$ cat src/rtl/insn_encoder_loader_if.sv
// Instruction loader bus: start/base, instruction-field handshake,
// instruction-memory write port and status.
//   slave  : loader view (takes fields and im_busy, drives write port/status)
//   master : driver/environment view
interface insn_encoder_loader_if;
   logic        start;
   logic [31:0] base_addr;
   logic        in_valid;
   logic        in_ready;
   logic [3:0]  in_mnem;
   logic [4:0]  in_rs;
   logic [4:0]  in_rt;
   logic [4:0]  in_rd;
   logic [4:0]  in_sa;
   logic [15:0] in_imm;
   logic [25:0] in_tgt;
   logic        im_busy;
   logic        im_we;
   logic [31:0] im_addr;
   logic [31:0] im_wdata;
   logic        busy;
   logic        done;
   logic        err;
   logic [7:0]  count;

   modport slave (
      input  start, base_addr, in_valid, in_mnem, in_rs, in_rt, in_rd, in_sa,
             in_imm, in_tgt, im_busy,
      output in_ready, im_we, im_addr, im_wdata, busy, done, err, count
   );

   modport master (
      output start, base_addr, in_valid, in_mnem, in_rs, in_rt, in_rd, in_sa,
             in_imm, in_tgt, im_busy,
      input  in_ready, im_we, im_addr, im_wdata, busy, done, err, count
   );
endinterface

$ cat src/rtl/insn_encoder_loader.sv
// Instruction encoder/loader: encodes mnemonic fields into MIPS-style words
// and streams them through a 4-entry FIFO into instruction memory.
// Ports:
//   CLK   - clock, rising edge
//   nRST  - asynchronous active-low reset
//   bus   - insn_encoder_loader_if.slave (start/base_addr, in_* handshake,
//           im_busy in; im_we/im_addr/im_wdata, busy/done/err/count out)
//
// state  | meaning
// -------+--------------------------------------------------
// IDLE   | after reset, waiting for start
// LOAD   | accepting fields and writing words to memory
// DONE   | HALT word written; done held until next start
// ERR    | illegal mnemonic accepted; FIFO flushed, err held
module insn_encoder_loader (
   input logic                  CLK,
   input logic                  nRST,
   insn_encoder_loader_if.slave bus
);

   localparam logic [1:0] S_IDLE = 2'd0;
   localparam logic [1:0] S_LOAD = 2'd1;
   localparam logic [1:0] S_DONE = 2'd2;
   localparam logic [1:0] S_ERR  = 2'd3;

   logic [1:0]  state_q, state_d;
   logic [2:0]  fill_q, fill_d;
   logic [1:0]  rd_q, rd_d;
   logic [1:0]  wr_q, wr_d;
   logic [31:0] addr_q, addr_d;
   logic [7:0]  count_q, count_d;
   logic        done_q, done_d;
   logic        err_q, err_d;
   logic        halt_seen_q, halt_seen_d;
   logic [31:0] fifo_q [4];

   logic        start_acc, in_ready, accept, illegal, push, pop, halt_write;
   logic        is_sll;
   logic [5:0]  enc_op, enc_funct;
   logic [31:0] enc_word;

   assign start_acc = bus.start && (state_q != S_LOAD);
   assign in_ready  = (state_q == S_LOAD) && (fill_q != 3'd4) && !halt_seen_q;
   assign accept    = bus.in_valid && in_ready;
   assign illegal   = accept && (bus.in_mnem == 4'd15);
   assign push      = accept && !illegal;
   assign pop       = (fill_q != 3'd0) && !bus.im_busy && (state_q == S_LOAD);
   // HALT is always the last word queued, so once it has been accepted the
   // pop that empties the FIFO is the HALT write.
   assign halt_write = pop && halt_seen_q && (fill_q == 3'd1);

   always_comb begin
      enc_op    = 6'b000000;
      enc_funct = 6'b000000;
      case (bus.in_mnem)
         4'd0:    enc_funct = 6'b100000;
         4'd1:    enc_funct = 6'b100010;
         4'd2:    enc_funct = 6'b100100;
         4'd3:    enc_funct = 6'b100101;
         4'd4:    enc_funct = 6'b000000;
         4'd5:    enc_funct = 6'b101010;
         4'd6:    enc_op    = 6'b001000;
         4'd7:    enc_op    = 6'b001101;
         4'd8:    enc_op    = 6'b101011;
         4'd9:    enc_op    = 6'b100011;
         4'd10:   enc_op    = 6'b000100;
         4'd11:   enc_op    = 6'b000101;
         4'd12:   enc_op    = 6'b000111;
         4'd13:   enc_op    = 6'b000010;
         default: enc_op    = 6'b111111;
      endcase
   end

   assign is_sll = (bus.in_mnem == 4'd4);

   always_comb begin
      if (bus.in_mnem <= 4'd5)
         enc_word = {enc_op, is_sll ? 5'd0 : bus.in_rs, bus.in_rt, bus.in_rd,
                     is_sll ? bus.in_sa : 5'd0, enc_funct};
      else if (bus.in_mnem <= 4'd11)
         enc_word = {enc_op, bus.in_rs, bus.in_rt, bus.in_imm};
      else if (bus.in_mnem == 4'd12)
         enc_word = {enc_op, bus.in_rs, 5'd0, bus.in_imm};
      else if (bus.in_mnem == 4'd13)
         enc_word = {enc_op, bus.in_tgt};
      else
         enc_word = 32'hFC00_0000;
   end

   always_comb begin
      state_d     = state_q;
      fill_d      = fill_q;
      rd_d        = rd_q;
      wr_d        = wr_q;
      addr_d      = addr_q;
      count_d     = count_q;
      done_d      = done_q;
      err_d       = err_q;
      halt_seen_d = halt_seen_q;
      if (start_acc) begin
         state_d     = S_LOAD;
         fill_d      = 3'd0;
         rd_d        = 2'd0;
         wr_d        = 2'd0;
         addr_d      = bus.base_addr;
         count_d     = 8'd0;
         done_d      = 1'b0;
         err_d       = 1'b0;
         halt_seen_d = 1'b0;
      end else if (state_q == S_LOAD) begin
         if (pop) begin
            rd_d   = rd_q + 2'd1;
            addr_d = addr_q + 32'd4;
            if (count_q != 8'hFF) count_d = count_q + 8'd1;
         end
         if (push) begin
            wr_d = wr_q + 2'd1;
            if (bus.in_mnem == 4'd14) halt_seen_d = 1'b1;
         end
         fill_d = fill_q + {2'b00, push} - {2'b00, pop};
         if (illegal) begin
            state_d = S_ERR;
            err_d   = 1'b1;
            fill_d  = 3'd0;
            rd_d    = 2'd0;
            wr_d    = 2'd0;
         end else if (halt_write) begin
            state_d = S_DONE;
            done_d  = 1'b1;
         end
      end
   end

   always_ff @(posedge CLK or negedge nRST) begin
      if (!nRST) begin
         state_q     <= S_IDLE;
         fill_q      <= 3'd0;
         rd_q        <= 2'd0;
         wr_q        <= 2'd0;
         addr_q      <= 32'd0;
         count_q     <= 8'd0;
         done_q      <= 1'b0;
         err_q       <= 1'b0;
         halt_seen_q <= 1'b0;
         for (int i = 0; i < 4; i++) fifo_q[i] <= 32'd0;
      end else begin
         state_q     <= state_d;
         fill_q      <= fill_d;
         rd_q        <= rd_d;
         wr_q        <= wr_d;
         addr_q      <= addr_d;
         count_q     <= count_d;
         done_q      <= done_d;
         err_q       <= err_d;
         halt_seen_q <= halt_seen_d;
         if (push) fifo_q[wr_q] <= enc_word;
      end
   end

   assign bus.in_ready = in_ready;
   assign bus.im_we    = pop;
   assign bus.im_addr  = addr_q;
   assign bus.im_wdata = fifo_q[rd_q];
   assign bus.busy     = (state_q == S_LOAD);
   assign bus.done     = done_q;
   assign bus.err      = err_q;
   assign bus.count    = count_q;

endmodule

$ cat src/flat_wrapper.sv
// flat-port wrapper written by rule: the top's interface ports become plain ports
module insn_encoder_loader_flat 
  (CLK, nRST, bus_start, bus_base_addr, bus_in_valid, bus_in_mnem, bus_in_rs, bus_in_rt, bus_in_rd, bus_in_sa, bus_in_imm, bus_in_tgt, bus_im_busy, bus_in_ready, bus_im_we, bus_im_addr, bus_im_wdata, bus_busy, bus_done, bus_err, bus_count);
  insn_encoder_loader_if bus_i ();
  input logic CLK;
  input logic nRST;
  input wire logic [$bits(bus_i.start)-1:0] bus_start;
  input wire logic [$bits(bus_i.base_addr)-1:0] bus_base_addr;
  input wire logic [$bits(bus_i.in_valid)-1:0] bus_in_valid;
  input wire logic [$bits(bus_i.in_mnem)-1:0] bus_in_mnem;
  input wire logic [$bits(bus_i.in_rs)-1:0] bus_in_rs;
  input wire logic [$bits(bus_i.in_rt)-1:0] bus_in_rt;
  input wire logic [$bits(bus_i.in_rd)-1:0] bus_in_rd;
  input wire logic [$bits(bus_i.in_sa)-1:0] bus_in_sa;
  input wire logic [$bits(bus_i.in_imm)-1:0] bus_in_imm;
  input wire logic [$bits(bus_i.in_tgt)-1:0] bus_in_tgt;
  input wire logic [$bits(bus_i.im_busy)-1:0] bus_im_busy;
  output wire logic [$bits(bus_i.in_ready)-1:0] bus_in_ready;
  output wire logic [$bits(bus_i.im_we)-1:0] bus_im_we;
  output wire logic [$bits(bus_i.im_addr)-1:0] bus_im_addr;
  output wire logic [$bits(bus_i.im_wdata)-1:0] bus_im_wdata;
  output wire logic [$bits(bus_i.busy)-1:0] bus_busy;
  output wire logic [$bits(bus_i.done)-1:0] bus_done;
  output wire logic [$bits(bus_i.err)-1:0] bus_err;
  output wire logic [$bits(bus_i.count)-1:0] bus_count;
  assign bus_i.start = bus_start;
  assign bus_i.base_addr = bus_base_addr;
  assign bus_i.in_valid = bus_in_valid;
  assign bus_i.in_mnem = bus_in_mnem;
  assign bus_i.in_rs = bus_in_rs;
  assign bus_i.in_rt = bus_in_rt;
  assign bus_i.in_rd = bus_in_rd;
  assign bus_i.in_sa = bus_in_sa;
  assign bus_i.in_imm = bus_in_imm;
  assign bus_i.in_tgt = bus_in_tgt;
  assign bus_i.im_busy = bus_im_busy;
  assign bus_in_ready = bus_i.in_ready;
  assign bus_im_we = bus_i.im_we;
  assign bus_im_addr = bus_i.im_addr;
  assign bus_im_wdata = bus_i.im_wdata;
  assign bus_busy = bus_i.busy;
  assign bus_done = bus_i.done;
  assign bus_err = bus_i.err;
  assign bus_count = bus_i.count;
  insn_encoder_loader u_core (.CLK(CLK), .nRST(nRST), .bus(bus_i));
endmodule
$ cat config.mk
export PLATFORM = sky130hd
export DESIGN_NAME = insn_encoder_loader_flat
export DESIGN_NICKNAME = d
export VERILOG_FILES = /design/src/rtl/insn_encoder_loader_if.sv /design/src/rtl/insn_encoder_loader.sv /design/src/flat_wrapper.sv
export SDC_FILE = /design/constraint.sdc
export NUM_CORES = 1
export LEC_CHECK = 0
export BUFFER_PORTS_ARGS = -buffer_cell sky130_fd_sc_hd__buf_2
export CAP_MARGIN = 20
export CORE_ASPECT_RATIO = 1.25
export CORE_MARGIN = 1
export CORE_UTILIZATION = 46
export CTS_BUF_LIST = sky130_fd_sc_hd__clkbuf_8
export CTS_CLUSTER_DIAMETER = 60
export DETAILED_ROUTE_END_ITERATION = 16
export GPL_ROUTABILITY_DRIVEN = 0
export PLACE_DENSITY = 0.7
export REMOVE_ABC_BUFFERS = 1
export SLEW_MARGIN = 30
export SYNTH_ARGS = -nofsm -noshare
export SYNTH_HDL_FRONTEND = slang
export SYNTH_SLANG_ARGS = --single-unit
$ cat constraint.sdc
create_clock -name CLK -period 6.1 [get_ports CLK]
set_clock_uncertainty 0.2 [all_clocks]
set_input_delay 0.61 -clock CLK [delete_from_list [all_inputs] [get_ports CLK]]
set_output_delay 0.61 -clock CLK [all_outputs]
set_load 0.01 [all_outputs]
# [Yosys cells after proc, flatten, opt, wreduce, memory -nomap -nowiden]
# Index checks and enable logic that the tools add are counted.
[op_classes] addsub=6 n_mul=0 n_div=0 magnitude_cmp=5 n_eq_ne=21 shift=0 n_mux=47 bitwise=2 n_reduce_logical=35
[ops] operator="32-bit two-way mux" n=10
[ops] operator="128-bit bitwise mux" n=1
[ops] operator="32-bit binary-select mux with 2-bit select" n=1
[ops] operator="32-bit demux with 2-bit select" n=1
[ops] operator="6-bit one-hot mux with 9 select lines" n=1
[ops] operator="32-bit by 3-bit adder with 32-bit output (second input constant)" n=1
[ops] operator="4-bit equality test (second input constant)" n=8
[ops] operator="8-bit two-way mux" n=4
[ops] operator="6-bit one-hot mux with 5 select lines" n=1
[ops] operator="2-bit two-way mux" n=12
[ops] operator="4-bit by 3-bit equality test with 1-bit output (second input constant)" n=4
[ops] operator="2-bit nonzero test" n=7
[ops] operator="3-bit nonzero test" n=4
[ops] operator="1-bit logical AND" n=11
[ops] operator="1-bit two-way mux" n=11
[ops] operator="5-bit two-way mux" n=2
[ops] operator="2-bit AND reduction" n=5
[ops] operator="3-bit two-way mux" n=3
[ops] operator="3-bit AND reduction" n=3
[ops] operator="8-bit by 1-bit adder with 8-bit output (second input constant)" n=1
[ops] operator="4-bit by 2-bit equality test with 1-bit output (second input constant)" n=2
[ops] operator="8-bit inequality test (second input constant)" n=1
[ops] operator="3-bit greater-or-equal comparator (second input constant)" n=2
[ops] operator="2-bit inverter with 3-bit output" n=2
[ops] operator="other kinds (14)" n=18
[totals] register_bits=180 latch_bits=0 ramBits=0 romBits=0 out_inout_bits=77 n_memories=0

# [Depth between registers and ports, before layout]
# Gate-level depths: netlist of run 1.
[depth] ltp_word=12 mapped_depth=13 mapped_depth_nobuf=11

# [Least setup slack after synthesis of run 1]
# Ideal clock, no wire load.
[synth_path] kind="in2reg" startpoint="input bus_in_mnem[3]" endpoint="register u_core.fill_q[2]" arrival_ns=2.925 required_ns=5.776 slack_ns=2.851 stages=11 path_buffers=2 cell_sequence="clkbuf_1 -> and4_1 -> nor4_1 -> clkbuf_1 -> ha_1 -> inv_1 -> fa_1 -> xnor2_1 -> nand3_1 -> nor2_1 -> a211o_1"
[synth_between] elab_chain_cells=9
[synth_lines] item="from (decl)" line_no="flat_wrapper.sv:10" rtl="input wire logic [$bits(bus_i.in_mnem)-1:0] bus_in_mnem;"
[synth_lines] item="4-bit equality test (*)" line_no="insn_encoder_loader.sv:45" rtl="assign illegal = accept && (bus.in_mnem == 4'd15);"
[synth_lines] item="1-bit logical AND (*)" line_no="insn_encoder_loader.sv:45"
[synth_lines] item="1-bit zero test" line_no="insn_encoder_loader.sv:46" rtl="assign push = accept && !illegal;"
[synth_lines] item="1-bit logical AND" line_no="insn_encoder_loader.sv:46"
[synth_lines] item="3-bit by 1-bit adder with 3-bit output" line_no="insn_encoder_loader.sv:120" rtl="fill_d = fill_q + {2'b00, push} - {2'b00, pop};"
[synth_lines] item="3-bit by 1-bit subtractor with 3-bit output" line_no="insn_encoder_loader.sv:120"
[synth_lines] item="3-bit two-way mux (*)" line_no="insn_encoder_loader.sv:121" rtl="if (illegal) begin"
[synth_lines] item="3-bit two-way mux (*)" line_no="insn_encoder_loader.sv:110" rtl="end else if (state_q == S_LOAD) begin"
[synth_lines] item="3-bit two-way mux (*)" line_no="insn_encoder_loader.sv:100" rtl="if (start_acc) begin"
[synth_lines] item="to (signal assigned)" line_no="insn_encoder_loader.sv:148" rtl="fill_q <= fill_d;"
[synth_lines] item="to (decl)" line_no="insn_encoder_loader.sv:27" rtl="logic [2:0] fill_q, fill_d;"
# Every way passes the cells marked *; elsewhere a longest branch is shown, timed or not. The select of a mux whose other input is x is not followed.
# A chain may end at the register's enable or synchronous reset.

# [Worst setup path in the final report of run 1]
[layout_path] startpoint="register u_core.state_q[1]" endpoint="register u_core.fill_q[2]"
[layout_between] elab_chain_cells=12
[layout_lines] item="from (decl)" line_no="insn_encoder_loader.sv:26" rtl="logic [1:0] state_q, state_d;"
[layout_lines] item="from (signal assigned)" line_no="insn_encoder_loader.sv:147" rtl="state_q <= state_d;"
[layout_lines] item="2-bit by 1-bit equality test with 1-bit output" line_no="insn_encoder_loader.sv:43, insn_encoder_loader.sv:47, insn_encoder_loader.sv:110"
[layout_lines] item="1-bit logical AND (2 in a row)" line_no="insn_encoder_loader.sv:43" rtl="assign in_ready = (state_q == S_LOAD) && (fill_q != 3'd4) && !halt_seen_q;"
[layout_lines] item="1-bit logical AND" line_no="insn_encoder_loader.sv:44" rtl="assign accept = bus.in_valid && in_ready;"
[layout_lines] item="1-bit logical AND" line_no="insn_encoder_loader.sv:45"
[layout_lines] item="1-bit zero test" line_no="insn_encoder_loader.sv:46"
[layout_lines] item="1-bit logical AND" line_no="insn_encoder_loader.sv:46"
[layout_lines] item="3-bit by 1-bit adder with 3-bit output" line_no="insn_encoder_loader.sv:120"
[layout_lines] item="3-bit by 1-bit subtractor with 3-bit output" line_no="insn_encoder_loader.sv:120"
[layout_lines] item="3-bit two-way mux" line_no="insn_encoder_loader.sv:121"
[layout_lines] item="3-bit two-way mux" line_no="insn_encoder_loader.sv:110"
[layout_lines] item="3-bit two-way mux" line_no="insn_encoder_loader.sv:100"
# Several ways; a longest one is shown, not always the timed one. The select of a mux whose other input is x is not followed.

==> results of run 1 <==
==> worst max-delay path, delay by kind of cell, from the launching register on <==
kind | cells | cell delay (ns)
flops | 1 | 0.42
simple gates | 5 | 1.19
xor+xnor | 1 | 0.15
fa+ha+maj | 2 | 0.50
buf+inv | 1 | 0.05
compound gates | 2 | 0.37
==> worst paths after layout <==
kind,from,to,depth (start not counted)
min in group CLK,bus_base_addr[1],u_core.bus.im_addr[1]$_DFFE_PN0P_,3
hold / removal,nRST,u_core.bus.im_addr[17]$_DFFE_PN0P_,1
setup / recovery,u_core.state_q[1]$_DFFE_PN0P_,u_core.fill_q[2]$_DFFE_PN0P_,11
max in group asynchronous,nRST,u_core.fifo_q[60]$_DFFE_PN0P_,2
setup reg to reg,u_core.state_q[1]$_DFFE_PN0P_,u_core.fill_q[2]$_DFFE_PN0P_,11
hold reg to reg,u_core.bus.im_addr[1]$_DFFE_PN0P_,u_core.bus.im_addr[1]$_DFFE_PN0P_,2
==> kinds of logic after synthesis <==
kind of cell,synth area share
AOI/OAI and AO/OA,0.104
and+or+nand+nor,0.110
muxes,0.234
adders and majority gates,0.0118
DFF,0.495
xor gates and xnor gates,0.0106
buffers and inverters,0.0345
==> metal layers <==
layer | global-route usage | up-vias | part of all wire
met4 | 0.0727 | 0 | 0.016
li1 | - | 3197 | -
met5 | 0 | - | 0
met2 | 0.364 | 183 | 0.51
met1 | 0.284 | 3393 | 0.43
met3 | 0.0386 | 18 | 0.047
==> layout make-up <==
cell class / instances / area share
Inverter: 29 / 0.0102
Tap cell: 265 / 0.0311
Sequential cell: 180 / 0.423
Clock buffer: 19 / 0.0245
Multi-Input combinational cell: 503 / 0.404
Timing Repair Buffer: 192 / 0.0935
Clock inverter: 13 / 0.0141
==> sequential cells by signal, indices dropped and copies added (netlist names) <==
signal / cells
u_core.bus.count: 8
u_core.halt_seen_q: 1
u_core.bus.err: 1
u_core.wr_q: 2
u_core.fill_q: 3
u_core.state_q: 2
u_core.fifo_q: 128
u_core.bus.done: 1
u_core.bus.im_addr: 32
u_core.rd_q: 2
==> cell usage in the layout (no fill, tap or decap), types with 21 or more instances in the layout <==
| master | instances |
|---|---|
| a31oi_1 | 28 |
| buf_2 | 179 |
| dfrtp_1 | 179 |
| inv_1 | 28 |
| mux2_2 | 124 |
| mux4_2 | 32 |
| nand2_1 | 46 |
| nor2_1 | 34 |
| o21ai_0 | 27 |
| or4_1 | 21 |
==> where the power goes <==
| part | internal [mW] | switching, mW |
|---|---|---|
| combinational | 1.15 | 1.09 |
| clock | 0.393 | 0.445 |
| sequential | 1.73 | 0.361 |
==> through the flow <==
step	setup WS (ns)	hold WS, ns	instances	total power, mW	instance area [um2]
after floorplan	2.43	0.114	712	3.57	8900
after global placement	2.57	0.256	1168	4.32	10200
after detailed placement	2.50	0.257	1168	4.40	10200
after CTS	2.81	0.000640	1200	5.24	10600
after global routing	2.82	0.0297	1201	5.55	10700
final	3.10	-0.000433	1201	5.18	10700
==> results.sh, run 1 <==
export IMPL_cp_start_kind="flip-flop"
export IMPL_yosysSeqAreaShare=0.495
export IMPL_ir_worst_vdd_mv=0.262
export IMPL_rsz0062_at_grt="false"
export IMPL_seqCellArea_um2=4510
export IMPL_setup_viol=0
export IMPL_netlist_instances=764
export IMPL_slew_viol_final=0
export IMPL_dr_pass1_iters=4
export IMPL_die_h_um=159
export IMPL_root_buffer="clkbuf_8"
export IMPL_ys_seq_elements=180
export IMPL_ys_types=57
export IMPL_slowest_delay_ns=0.42
export IMPL_tritoncts="yes"
export IMPL_maxCapViolations=0
export IMPL_reg2reg_slack_ns=3.10
export IMPL_cts_buffers=17
export IMPL_cp_required_ns=6.24
export IMPL_dieArea_um2=20400
export IMPL_synthTopCellsByArea="dfrtp_1, mux2_2, mux4_2, a31oi_1, nand2_1"
export IMPL_multi_input_area_um2=4310
export IMPL_path_cells="nor3b_1 > nand2_1 > nor2_1 > a21o_1 > ha_1 > inv_1 > fa_1 > xnor2_1 > nand3_1 > nor2_1 > a211o_1"
export IMPL_grt_pass1_vias=6550
export IMPL_drive_gt1_frac=0.417
export IMPL_avgViaCountPerCell=5.65
export IMPL_endpoint_kind="flip-flop"
export IMPL_cts_sinks=180
export IMPL_coreArea_um2=19400
export IMPL_drt_iter0_markers=383
export IMPL_failed_checks="negative hold slack"
export IMPL_yosys_area_top_type="dfrtp_1"
export IMPL_grt_pass1_wl_mm=34.3
export IMPL_post_synth_top_count_cell="dfrtp_1"
export IMPL_nets=1034
export IMPL_synthTopCellsByCount="dfrtp_1, mux2_2, nand2_1"
export IMPL_path_clk_slew_ns=0.09
export IMPL_overflow=0
export IMPL_p_leak_nw=4.85
export IMPL_min_delay_path_class="input pin to asynchronous set/reset pin"
export IMPL_wl_mm=21.3
export IMPL_row_count=57
export IMPL_synth_area_per_cell_um2=11.9
export IMPL_final_antenna_net_count=0
export IMPL_utilization=0.550
export IMPL_syn_area_um2=9100
export IMPL_crit_path_top_delay_cell="dfrtp_1"
export IMPL_fin_setup_tns_ns=0
export IMPL_synthFlopType="dfrtp_1"
export IMPL_synth_edf_count=0
export IMPL_clockBufferDepth=2
export IMPL_arrival_ns=3.14
export IMPL_synth_top_area_frac=0.495
export IMPL_yosysWarnings=0
export IMPL_grt_max_degree=81
export IMPL_cts_hold_fix_buffers=0
export IMPL_slew_headroom=0.489
export IMPL_antenna_found_initial=0
export IMPL_cp_max_fo=14
export IMPL_cp_common_cell="nor2_1"
export IMPL_p_per_area_nw_per_um2=486
export IMPL_cts_max_level=4
export IMPL_wl_per_cell_um=17.7
export IMPL_grt_use_total=0.217
export IMPL_num_vias=6791
export IMPL_clk_latency_ns=0.45
export IMPL_worst_pin_slew_ns=0.767
export IMPL_synthArstFlopShare=1.00
export IMPL_worst_setup_path_type="flip-flop to flip-flop"
export IMPL_area_growth_syn_to_layout_pct=17.2
export IMPL_status="finished with violations"
export IMPL_postCtsSetupRepairBufs=0
export IMPL_cts_resized=0
export IMPL_die_x_um=128
export IMPL_io_pin_count=180
export IMPL_io_buffers=179
export IMPL_initial_utilization=0.469
export IMPL_fin_hold_ws_ns=-0.000433
export IMPL_num_antenna_cells=0
export IMPL_drc_errors=0
export IMPL_fmax_ghz=0.334
export IMPL_dp_hpwl_mm=14.6
export IMPL_finalCriticalPeriod_ns=3.00
export IMPL_n_fill_cell=1740
export IMPL_min_period_over_period=0.491
export IMPL_final_hold_violation_count=1
No activity file was read; power rests on OpenSTA's default activity.
==> inputs of run 2 (changes only) <==
--- a/config.mk
+++ b/config.mk
@@ -14,7 +14,7 @@
 export CTS_CLUSTER_DIAMETER = 60
 export DETAILED_ROUTE_END_ITERATION = 16
 export GPL_ROUTABILITY_DRIVEN = 0
-export PLACE_DENSITY = 0.7
+export PLACE_DENSITY = 0.72
 export REMOVE_ABC_BUFFERS = 1
 export SLEW_MARGIN = 30
 export SYNTH_ARGS = -nofsm -noshare
==> constraint.sdc (replaced) <==
create_clock -name CLK -period 2.6 [get_ports CLK]
set_clock_uncertainty 0.2 [all_clocks]
set_input_delay 0.26 -clock CLK [delete_from_list [all_inputs] [get_ports CLK]]
set_output_delay 0.26 -clock CLK [all_outputs]
set_load 0.01 [all_outputs]
==> run 2 against run 1 <==
Net effect: the flow now finishes without violations; global-route usage increased by 1.1 points; utilization increased by 3.0 points; critical path depth decreased by 2; wire length increased by 3.9%; clock power increased by 110%; setup slack got worse by 3.0 ns; power increased by 140%; count of clock-buffer cells in the layout decreased by 1.
==> results.sh, run 2 (synthesis results as in run 1) <==
export IMPL_status="completed"
export IMPL_cts_buffers=17
export IMPL_p_per_area_nw_per_um2=1090
export IMPL_regMostFlops="u_core.fifo_q"
export IMPL_io_pin_count=180
export IMPL_slew_headroom=0.517
export IMPL_r2r_end="u_core.fill_q[2]$_DFFE_PN0P_"
export IMPL_ir_worst_vdd_mv=0.505
export IMPL_wl_per_cell_um=17.6
export IMPL_arrival_ns=2.65
export IMPL_area_growth_syn_to_layout_pct=23.6
export IMPL_crit_path_top_delay_cell="dfrtp_1"
export IMPL_largest_reg_flops=128
export IMPL_reg2reg_slack_ns=0.11
export IMPL_row_count=57
export IMPL_final_hold_violation_count=0
export IMPL_maxCapViolations=0
export IMPL_drc_errors=0
export IMPL_worstHoldStart="bus_in_tgt[18]"
export IMPL_num_vias=7085
export IMPL_min_to="u_core.fifo_q[18]$_DFFE_PN0P_"
export IMPL_rsz0062_at_grt="false"
export IMPL_slowest_delay_ns=0.43
export IMPL_min_period_over_period=0.957
export IMPL_dp_hpwl_mm=15.1
export IMPL_slew_viol_final=0
export IMPL_grt_pass1_wl_mm=36.0
export IMPL_p_leak_nw=5.13
export IMPL_path_buf_inv=1
export IMPL_final_common_cell="dfrtp_1"
export IMPL_io_buffers=179
export IMPL_die_x_um=128
export IMPL_final_cells=1258
export IMPL_wl_mm=22.1
export IMPL_setup_viol=0
export IMPL_postCtsSetupRepairBufs=0
export IMPL_path_clk_slew_ns=0.09
export IMPL_dieArea_um2=20400
export IMPL_drt_iter0_markers=306
export IMPL_cp_top_family="simple AND/OR/NAND/NOR gates"
export IMPL_cp_start_kind="flip-flop"
export IMPL_utilization=0.580
export IMPL_tritoncts="yes"
export IMPL_cp_max_fo=5
export IMPL_root_buffer="clkbuf_8"
export IMPL_nets=1092
export IMPL_grt_use_total=0.229
export IMPL_num_antenna_cells=0
export IMPL_coreArea_um2=19400
export IMPL_path_cells="or3b_4 > nor4_4 > ha_1 > inv_1 > fa_1 > xnor2_1 > nand3_1 > nor2_1 > a211o_1"
export IMPL_reg2reg_depth=9
export IMPL_endpoint_kind="flip-flop"
export IMPL_timing_rr_start="u_core.state_q[1]$_DFFE_PN0P_"
export IMPL_fmax_ghz=0.402
export IMPL_layout_common_cells="dfrtp_1, buf_2, mux2_2, nand2_1, dlygate4sd3_1"
export IMPL_cts_max_level=4
export IMPL_grt_max_degree=56
export IMPL_finalCriticalPeriod_ns=2.49
export IMPL_dr_pass1_iters=4
export IMPL_worst_pin_slew_ns=0.724
export IMPL_grt_pass1_vias=7055
export IMPL_fin_setup_tns_ns=0
export IMPL_overflow=0
export IMPL_worst_setup_path_type="flip-flop to flip-flop"
export IMPL_cp_required_ns=2.76
export IMPL_avgViaCountPerCell=5.63
export IMPL_initial_utilization=0.469
export IMPL_cts_sinks=180
export IMPL_clk_latency_ns=0.47
export IMPL_die_h_um=159
export IMPL_final_antenna_net_count=0
export IMPL_drive_gt1_frac=0.416
export IMPL_min_delay_path_class="input pin to flip-flop"
export IMPL_hold_depth=3
export IMPL_antenna_found_initial=0
export IMPL_dp_cells=1192
export IMPL_clockBufferDepth=2
## run 2: cell types whose count changed in the layout (fill, tap and decap cells not counted), sizes merged
| cell | previous run | this run |
|---|---|---|
| buf | 192 | 215 |
| clkinv | 8 | 6 |
| clkbuf | 19 | 18 |
| inv | 31 | 33 |
| bufinv | 2 | 0 |
| dlygate4sd3 | 0 | 35 |
| clkinvlp | 1 | 3 |
## run 2: worst register-to-register path, stage by stage, from the launching register on
cell and delay [ns]:
dfrtp_1 0.43, or3b_4 0.42, nor4_4 0.17, ha_1 0.19, inv_1 0.05, fa_1 0.37, xnor2_1 0.15, nand3_1 0.10
nor2_1 0.04, a211o_1 0.25
## run 2: report_power, final
group | total (mW) | internal, mW | switching (mW)
Sequential | 4.99 | 4.06 | 0.928
Combinational | 5.55 | 2.94 | 2.61
Clock | 1.74 | 0.695 | 1.04
Total | 12.3 | 7.70 | 4.58
## run 2: layout make-up
cell class,count,area [um2]
fillers,1627,8150
flip-flops and latches,180,4510
multi-input cells,503,4320
repair buffers,250,1640
well taps,265,332
clock buffers,18,248
inverters,29,109
clock inverters,13,103
## run 2: what timing repair did
action / in CTS / in global routing
resized for setup: 1 / 4
setup endpoints to repair: 1 / 4
hold buffers: 35 / 0
pin swaps: 0 / 0
endpoints found under the hold margin: 170 / 0
## run 2: stage by stage
step	power [mW]	setup slack [ns]	hold slack, ns	cell area [um2]
detailed placement	10.5	-0.0144	0.0709	10500
global placement	10.3	0.0445	0.0792	10500
CTS	12.3	0.0117	0.00966	11200
finish	12.3	0.111	0.0260	11200
global route	13.1	0.00191	0.0196	11200
floorplan	8.38	-1.06	-0.236	8900
## run 2: worst max-delay path by stage
stage                     cells after the start                           start                           end
after floorplan                               4  u_core.halt_seen_q$_DFFE_PN0P_  u_core.fifo_q[0]$_DFFE_PN0P_
after global placement                        9   u_core.state_q[1]$_DFFE_PN0P_  u_core.fill_q[2]$_DFFE_PN0P_
after detailed placement                      9   u_core.state_q[1]$_DFFE_PN0P_  u_core.fill_q[2]$_DFFE_PN0P_
after CTS                                     9   u_core.state_q[1]$_DFFE_PN0P_  u_core.fill_q[2]$_DFFE_PN0P_
after global routing                         11    u_core.fill_q[1]$_DFFE_PN0P_  u_core.fill_q[2]$_DFFE_PN0P_
final                                         9   u_core.state_q[1]$_DFFE_PN0P_  u_core.fill_q[2]$_DFFE_PN0P_
## run 2: per-layer routing
metal	GRT usage	routed length, um
met4	0.0888	607
met2	0.384	11000
met1	0.288	9410
met3	0.0477	1150
met5	0	0
